## config.mk

```make
export PLATFORM = sky130hd
export DESIGN_NAME = triangle_bbox_scanner
export DESIGN_NICKNAME = d
export VERILOG_FILES = /design/src/rtl/triangle_bbox_scanner.sv
export SDC_FILE = /design/constraint.sdc
export NUM_CORES = 1
export LEC_CHECK = 0
export ABC_AREA = 1
export BUFFER_PORTS_ARGS = -buffer_cell sky130_fd_sc_hd__buf_2
export CELL_PAD_IN_SITES_DETAIL_PLACEMENT = 1
export CELL_PAD_IN_SITES_GLOBAL_PLACEMENT = 1
export CORE_MARGIN = 5
export CORE_UTILIZATION = 30
export DETAILED_ROUTE_END_ITERATION = 8
export GPL_ROUTABILITY_DRIVEN = 0
export GPL_TIMING_DRIVEN = 0
export PLACE_DENSITY_LB_ADDON = 0.05
export SYNTH_ARGS = -nofsm -noshare
export SYNTH_HDL_FRONTEND = slang
export SYNTH_SLANG_ARGS = --single-unit
```

## constraint.sdc

```tcl
create_clock -name clk -period 5.83 [get_ports clk]
set_input_delay 1.166 -clock clk [delete_from_list [all_inputs] [get_ports clk]]
set_output_delay 1.166 -clock clk [all_outputs]
set_load 0.01 [all_outputs]
```

## src/rtl/triangle_bbox_scanner.sv

```systemverilog
// Raster point generator: captures a signed triangle, clips its bounding box to
// the screen and streams every pixel of the box in raster order over valid/ready.
module triangle_bbox_scanner #(
  parameter int W        = 12,
  parameter int SCREEN_W = 640,
  parameter int SCREEN_H = 480
) (
  input  logic         clk,
  input  logic         rst,
  input  logic         start,
  input  logic [W-1:0] p1x,
  input  logic [W-1:0] p1y,
  input  logic [W-1:0] p2x,
  input  logic [W-1:0] p2y,
  input  logic [W-1:0] p3x,
  input  logic [W-1:0] p3y,
  output logic         busy,
  output logic [W-1:0] pt_x,
  output logic [W-1:0] pt_y,
  output logic         pt_valid,
  input  logic         pt_ready,
  output logic         pt_last,
  output logic         done
);

  localparam logic signed [W-1:0] ZERO = '0;
  localparam logic signed [W-1:0] X_HI = W'(SCREEN_W - 1);
  localparam logic signed [W-1:0] Y_HI = W'(SCREEN_H - 1);

  typedef enum logic [2:0] {IDLE, BBOX, CLIP, SCAN, DONE} state_t;

  state_t state, state_d;

  logic signed [W-1:0] vx0, vx1, vx2, vy0, vy1, vy2;
  logic signed [W-1:0] minx, maxx, miny, maxy;
  logic signed [W-1:0] cxmin, cxmax, cymin, cymax;
  logic        [W-1:0] xmin, xmax, ymax;
  logic                empty_c;
  logic                hs_c;

  function automatic logic signed [W-1:0] smin(input logic signed [W-1:0] a,
                                                input logic signed [W-1:0] b);
    return (a < b) ? a : b;
  endfunction

  function automatic logic signed [W-1:0] smax(input logic signed [W-1:0] a,
                                                input logic signed [W-1:0] b);
    return (a > b) ? a : b;
  endfunction

  // Screen clipping of the registered bounding box; an inverted range means nothing is visible.
  always_comb begin
    cxmin   = (minx < ZERO) ? ZERO : minx;
    cxmax   = (maxx > X_HI) ? X_HI : maxx;
    cymin   = (miny < ZERO) ? ZERO : miny;
    cymax   = (maxy > Y_HI) ? Y_HI : maxy;
    empty_c = (cxmin > cxmax) || (cymin > cymax);
  end

  assign hs_c    = pt_valid && pt_ready;
  assign pt_last = pt_valid && (pt_x == xmax) && (pt_y == ymax);

  // Next-state logic
  always_comb begin
    state_d = state;
    unique case (state)
      IDLE:    if (start) state_d = BBOX;
      BBOX:    state_d = CLIP;
      CLIP:    state_d = empty_c ? DONE : SCAN;
      SCAN:    if (hs_c && pt_last) state_d = DONE;
      DONE:    state_d = IDLE;
      default: state_d = IDLE;
    endcase
  end

  // State register; status flags are registered from the next state so they align with it.
  always_ff @(posedge clk or posedge rst) begin
    if (rst) begin
      state    <= IDLE;
      busy     <= 1'b0;
      pt_valid <= 1'b0;
      done     <= 1'b0;
    end else begin
      state    <= state_d;
      busy     <= (state_d == BBOX) || (state_d == CLIP) || (state_d == SCAN);
      pt_valid <= (state_d == SCAN);
      done     <= (state_d == DONE);
    end
  end

  // Vertex capture, bounding box, clip registers and raster walk
  always_ff @(posedge clk or posedge rst) begin
    if (rst) begin
      vx0  <= '0;
      vx1  <= '0;
      vx2  <= '0;
      vy0  <= '0;
      vy1  <= '0;
      vy2  <= '0;
      minx <= '0;
      maxx <= '0;
      miny <= '0;
      maxy <= '0;
      xmin <= '0;
      xmax <= '0;
      ymax <= '0;
      pt_x <= '0;
      pt_y <= '0;
    end else begin
      unique case (state)
        IDLE: begin
          if (start) begin
            vx0 <= p1x;
            vx1 <= p2x;
            vx2 <= p3x;
            vy0 <= p1y;
            vy1 <= p2y;
            vy2 <= p3y;
          end
        end
        BBOX: begin
          minx <= smin(smin(vx0, vx1), vx2);
          maxx <= smax(smax(vx0, vx1), vx2);
          miny <= smin(smin(vy0, vy1), vy2);
          maxy <= smax(smax(vy0, vy1), vy2);
        end
        CLIP: begin
          xmin <= cxmin;
          xmax <= cxmax;
          ymax <= cymax;
          pt_x <= cxmin;
          pt_y <= cymin;
        end
        SCAN: begin
          // The final point is left in place; the walk only advances inside the box.
          if (hs_c && !pt_last) begin
            if (pt_x != xmax) begin
              pt_x <= pt_x + W'(1);
            end else begin
              pt_x <= xmin;
              pt_y <= pt_y + W'(1);
            end
          end
        end
        default: ;
      endcase
    end
  end

endmodule
```

==> results of run 1 <==
[routing by layer]
metal  vias to the layer above  GRT usage [%]  part of all wire [%]
li1                       5226              -                     -
met1                      4750           25.9                    51
met2                       108           29.6                    45
met3                        24           2.38                   2.4
met4                         0           4.26                   1.2
met5                         -              0                     0
[final cells by class]
cell class                 count  area, um2  share of cell area [%]
multi-input combinational   1054       5790                    43.4
sequential                   185       4630                    34.7
inverter                     205        773                    5.80
tap                          511        639                    4.79
timing repair buffer         108        616                    4.61
clock buffer                  21        460                    3.45
buffer                        65        298                    2.23
clock inverter                11        136                    1.02
[stage by stage]
stage / hold slack (ns) / util (%) / std cells / area [um2]
global placement: 0.465 / 33.5 / 2123 / 12600
finish: 0.485 / 35.3 / 2160 / 13300
detailed placement: 0.468 / 33.8 / 2128 / 12700
global route: 0.508 / 35.3 / 2160 / 13300
CTS: 0.489 / 35.3 / 2160 / 13300
floorplan: 0.449 / - / 1509 / 11500
[cells in the final DEF (no fill, tap or decap), types with 10 or more instances in the layout]
cell,netlist,layout
dfrtp_1,185,185
a21oi_1,137,137
clkbuf_1,45,47
nor2_1,146,146
nor3_1,10,10
nand4_1,14,14
buf_2,7,110
nand3_1,105,105
xor2_1,28,28
a31oi_1,14,14
o21ai_0,139,139
inv_1,202,201
o21a_1,14,14
ha_1,94,94
nand2_1,280,280
clkbuf_16,0,17
nand2_2,13,13
[path summary, 6_finish.rpt]
path	startpoint	to	slack, ns	cells after the start
setup / recovery	vy1[11]$_DFFE_PP0P_	maxy[11]$_DFFE_PP0P_	1.45	25
hold reg to reg	miny[4]$_DFFE_PP0P_	miny[4]$_DFFE_PP0P_	0.48	2
min in group asynchronous	rst	pt_x[3]$_DFFE_PP0P_	0.82	2
hold / removal	miny[4]$_DFFE_PP0P_	miny[4]$_DFFE_PP0P_	0.48	2
setup reg to reg	vy1[11]$_DFFE_PP0P_	maxy[11]$_DFFE_PP0P_	1.45	25
max in group asynchronous	rst	vy1[3]$_DFFE_PP0P_	4.09	4
[logic make-up (layout without fill, tap and decap cells)]
kind of cell	after synthesis	in the layout	share of synthesized area, %
adder cells (fa/ha/maj)	94	94	10.2
AO/OA/AOI/OAI	340	340	15.9
AND/OR/NAND/NOR	585	585	21.4
buffers and inverters	270	410	9.29
flip-flops	185	185	40.3
XOR/XNOR	29	29	2.21
multiplexers	6	6	0.588
[registers in the layout (all words and copies together), names as in the netlist, 11 cells and up]
| name | flops |
|---|---|
| maxx | 12 |
| maxy | 12 |
| minx | 12 |
| miny | 12 |
| pt_x | 12 |
| pt_y | 12 |
| vx0 | 12 |
| vx1 | 12 |
| vx2 | 12 |
| vy0 | 12 |
| vy1 | 12 |
| vy2 | 12 |
| xmax | 12 |
| xmin | 11 |
| ymax | 12 |
[critical path: stages, from the launching register on]
cell	delay [ns]
dfrtp_1	0.37
inv_1	0.07
ha_1	0.33
nand2_1	0.10
inv_2	0.04
a21oi_1	0.21
nand3_1	0.10
nand2_1	0.10
nand2_2	0.11
nand2_1	0.17
clkbuf_1	0.36
nand2_1	0.09
o21ai_0	0.17
ha_1	0.32
inv_1	0.06
nor2_1	0.03
nor2_1	0.07
o21ai_0	0.12
nand3_1	0.10
o2111ai_1	0.11
xor2_1	0.17
a31oi_1	0.23
inv_1	0.14
clkbuf_1	0.24
o21ai_0	0.28
o21ai_0	0.12
==> results.yml, run 1 <==
run_status:
  status: "finished, final reports clean"
cells_and_area:
  drive_above_1_share_pct: 11.2
  nFillCells: 4707
  nNetsFinal: 1806
  syn2layout_area_growth_pct: 16.2
  diodes: 0
logic_synthesis:
  synth_top_area_share_pct: 40.3
  synth.most_common_cell: "nand2_1"
  ys_seq_area_share_pct: 40.3
  synth_common_cells: "280 x nand2_1, 202 x inv_1, 185 x dfrtp_1"
  synth_top_flop_cell: "dfrtp_1"
  synth_seq_cells: 185
  yosysTopAreaCell: "dfrtp_1"
  async_flop_share_pct: 100
  synth.area.top_cells: "dfrtp_1 40%, ha_1 10%, nand2_1 9.1%"
  syn_avg_cell_area_um2: 7.61
  synth.distinct_cells: 39
  synthCells: 1509
  syn_area_mm2: 0.0115
  yosysWarnings: 0
  syn-num-nets: 1679
  synth-edff-count: 0
critical_path:
  cp.required_ns: 6.14
  crit_path_max_fanout: 10
  crit_arrival_ns: 4.69
  worstSetupStartpointType: "register"
  end_kind: "register"
  path_class: "register to register"
floorplanning:
  start_util_pct: 30.4
  die_h_um: 206
  ioPinCount: 104
  die-area_mm2: 0.0423
  rows: 71
  coreArea_mm2: 0.0378
  die_x_um: 206
place:
  port-buffer-count: 103
  pre_cts_ws_ns: 1.33
  post-dp-hpwl_mm: 30.4
timing:
  fin_tns_setup_ns: 0
  drv_slew: 0
  fin_worst_skew_ns: 0.00979
  worst_slew_pin_slew_ns: 0.730
  rsz0062_at_grt: "no"
  setup_viol: 0
  clock.fmax_mhz: 229
  finalHoldViolations: 0
  relSlewSlack_pct: 51.4
  finalCritPeriodShare_pct: 75.0
  fin_crit_ns: 4.38
  setup_ws_ns: 1.45
flow_run:
  maxCapViolations: 0
clocking:
  clkLatencyLatePin_ns: 0.45
  ctsResizeCount: 0
  htree_levels: 4
  postCtsSetupRepairBufs: 0
  numCtsBuffers: 17
  path_clk_slew_ns: 0.08
  cts_tree: "yes"
  ctsHoldBuffers: 0
  cts_root_buf: "clkbuf_16"
  cts_buffer_depth: 2
  clock-sinks: 185
global_routing:
  grt_pass1_vias: 10803
  gr-total-overflow: 0
  antenna_found_initial: 0
  grt_first_pass_wirelength_mm: 60.5
  grt_max_degree: 39
  grt_usage_pct: 18.2
routing:
  viasPerCell: 4.68
  first_pass_iters: 4
  vias: 10108
  detail_route.wirelength_mm: 37.1
  drtIter0Drc: 348
  drc: 0
  antenna_left: 0
  routedWlPerCell_um: 17.2
min_path:
  hp-class: "register to register"
Power of run 1 is left out: the tool's default activity adds up to more than one toggle a clock period on the data nets, which glitch-free logic cannot reach.
==> inputs of run 2 (changes only) <==
==> constraint.sdc (replaced) <==
create_clock -name clk -period 4.45 [get_ports clk]
set_input_delay 0.89 -clock clk [delete_from_list [all_inputs] [get_ports clk]]
set_output_delay 0.89 -clock clk [all_outputs]
set_load 0.01 [all_outputs]
==> run 2 against run 1 <==
Sequential share of layout area shrank 0.11 points. Fmax grew 8.2%. Global-route usage is the same. Final cell count is the same. Clock-buffer cell count is the same. Sequential cell count is the same. First-iteration DRC count shrank 1.4%. Die area is the same. Clock skew is essentially flat. Cell area grew 0.31%. Via count is essentially flat. Hold slack is essentially flat. Critical path type unchanged. Highest routed layer unchanged.
==> results.yml, run 2 (synthesis results as in run 1) <==
critical_path:
  reg2reg_depth: 23
  r2r_start: "vx1[11]$_DFFE_PP0P_"
  worstSetupStartpointType: "register"
  crit_chain: "inv_1 > ha_1 > nand2_2 > inv_2 > nand2_2 > nor2_2 > nand2_1 > nand3_1 > nand2_1 > nand2_2 > o21ai_2 > buf_2 > o21ai_0 > ha_1 > nand4_1 > nor2_1 > nand2_1 > o2111ai_1 > xor2_1 > a21o_1 > clkbuf_1 > o21ai_0 > o21ai_1"
  crit_path_max_fanout: 10
  r2r-end: "maxx[10]$_DFFE_PP0P_"
  reg2reg_slack_ns: 0.41
  path_class: "register to register"
  slowest_delay_ns: 0.39
  crit_slowest_cell: "dfrtp_1"
  cp.required_ns: 4.78
  crit_arrival_ns: 4.37
  end_kind: "register"
floorplanning:
  start_util_pct: 30.4
  die_h_um: 206
  die_x_um: 206
  coreArea_mm2: 0.0378
  ioPinCount: 104
  die-area_mm2: 0.0423
  rows: 71
place:
  dpl.cell_count: 2128
  pre_cts_ws_ns: -0.0467
  port-buffer-count: 103
  postPlaceCellArea_mm2: 0.0127
  post-dp-hpwl_mm: 30.4
run_status:
  status: "finished, final reports clean"
timing:
  fin_crit_ns: 4.04
  setup_ws_ns: 0.407
  clock.fmax_mhz: 247
  worst_slew_pin_slew_ns: 0.751
  setup_viol: 0
  finalHoldViolations: 0
  finalCritPeriodShare_pct: 90.9
  relSlewSlack_pct: 50.0
  fin_worst_skew_ns: 0.00987
  drv_slew: 0
  rsz0062_at_grt: "no"
global_routing:
  antenna_found_initial: 0
  grt_first_pass_wirelength_mm: 60.5
  grt_pass1_vias: 10803
  gr-total-overflow: 0
  grt_max_degree: 39
  grt_usage_pct: 18.2
min_path:
  min-delay-start: "miny[4]$_DFFE_PP0P_"
  hp-class: "register to register"
  min_to: "miny[4]$_DFFE_PP0P_"
  min_path_cells: 2
routing:
  first_pass_iters: 4
  routedWlPerCell_um: 17.2
  drc: 0
  drtIter0Drc: 343
  vias: 10099
  antenna_left: 0
  viasPerCell: 4.68
  detail_route.wirelength_mm: 37.1
clocking:
  postCtsSetupRepairBufs: 0
  htree_levels: 4
  clock-sinks: 185
  path_clk_slew_ns: 0.08
  cts_buffer_depth: 2
  cts_root_buf: "clkbuf_16"
  cts_tree: "yes"
  numCtsBuffers: 17
  clkLatencyLatePin_ns: 0.45
cells_and_area:
  layout_common_cells: "279 x nand2_1, 201 x inv_1, 185 x dfrtp_1"
  fin_area_mm2: 0.0134
  nNetsFinal: 1806
  syn2layout_area_growth_pct: 16.5
  drive_above_1_share_pct: 11.9
  final_cells: 2160
  diodes: 0
  final_common_cell: "nand2_1"
flow_run:
  maxCapViolations: 0
run 2: changes by cell type in the layout (fill, tap and decap cells not counted), moves of 3 or more:
cell | before | now
clkbuf_4 | 0 | 3
clkbuf_2 | 0 | 4
o21ai_1 | 8 | 17
o21ai_0 | 139 | 125
o21ai_2 | 0 | 5
clkbuf_1 | 47 | 41
run 2: layout make-up:
type	instances	area [um2]
fillers	4700	24400
inverters	205	773
repair buffers	108	616
clock buffers	21	460
flip-flops and latches	185	4630
clock inverters	11	136
multi-input cells	1054	5820
well taps	511	639
plain buffers	65	313
run 2: per-layer routing:
| layer | GRT usage (%) | routed length, um | vias to the layer above |
|---|---|---|---|
| met5 | 0 | 0 | - |
| met4 | 4.26 | 438 | 0 |
| met3 | 2.38 | 818 | 23 |
| met2 | 29.6 | 17000 | 102 |
| met1 | 25.9 | 18900 | 4748 |
| li1 | - | - | 5226 |
run 2: repair_timing:
action,4_1_cts,5_1_grt
gates resized for setup,2,35
setup endpoints to repair,3,42
hold buffers,0,0
run 2: worst max path at each step:
stage / start / to / slack (ns) / cells past startpoint
6_report: vx1[11]$_DFFE_PP0P_ / maxx[10]$_DFFE_PP0P_ / 0.41 / 23
5_1_grt: vx1[11]$_DFFE_PP0P_ / maxx[7]$_DFFE_PP0P_ / 0.02 / 24
4_1_cts: vy1[11]$_DFFE_PP0P_ / maxy[10]$_DFFE_PP0P_ / 0.004 / 24
3_5_place_dp: vy1[11]$_DFFE_PP0P_ / maxy[11]$_DFFE_PP0P_ / -0.05 / 25
3_3_place_gp: rst / vy1[4]$_DFFE_PP0P_ / -0.35 / 2
2_1_floorplan: vy1[11]$_DFFE_PP0P_ / maxy[10]$_DFFE_PP0P_ / 1.07 / 25
run 2: worst max-delay path: cells and delay by family (launching register included):
family | cells | cell delay, ns
flip-flops | 1 | 0.39
adder cells (fa/ha/maj) | 2 | 0.69
AO/OA/AOI/OAI | 6 | 1.23
buffers and inverters | 4 | 0.53
XOR/XNOR | 1 | 0.16
AND/OR/NAND/NOR | 10 | 0.89
run 2: metrics by stage:
stage / TNS (ns) / utilization [%] / hold WS (ns)
floorplan: 0 / - / 0.449
CTS: 0 / 35.3 / 0.489
detailed placement: -0.0489 / 33.8 / 0.468
global placement: -58.56 / 33.5 / 0.465
finish: 0 / 35.4 / 0.485
global route: 0 / 35.4 / 0.508
Power of run 2 is left out for the same reason.
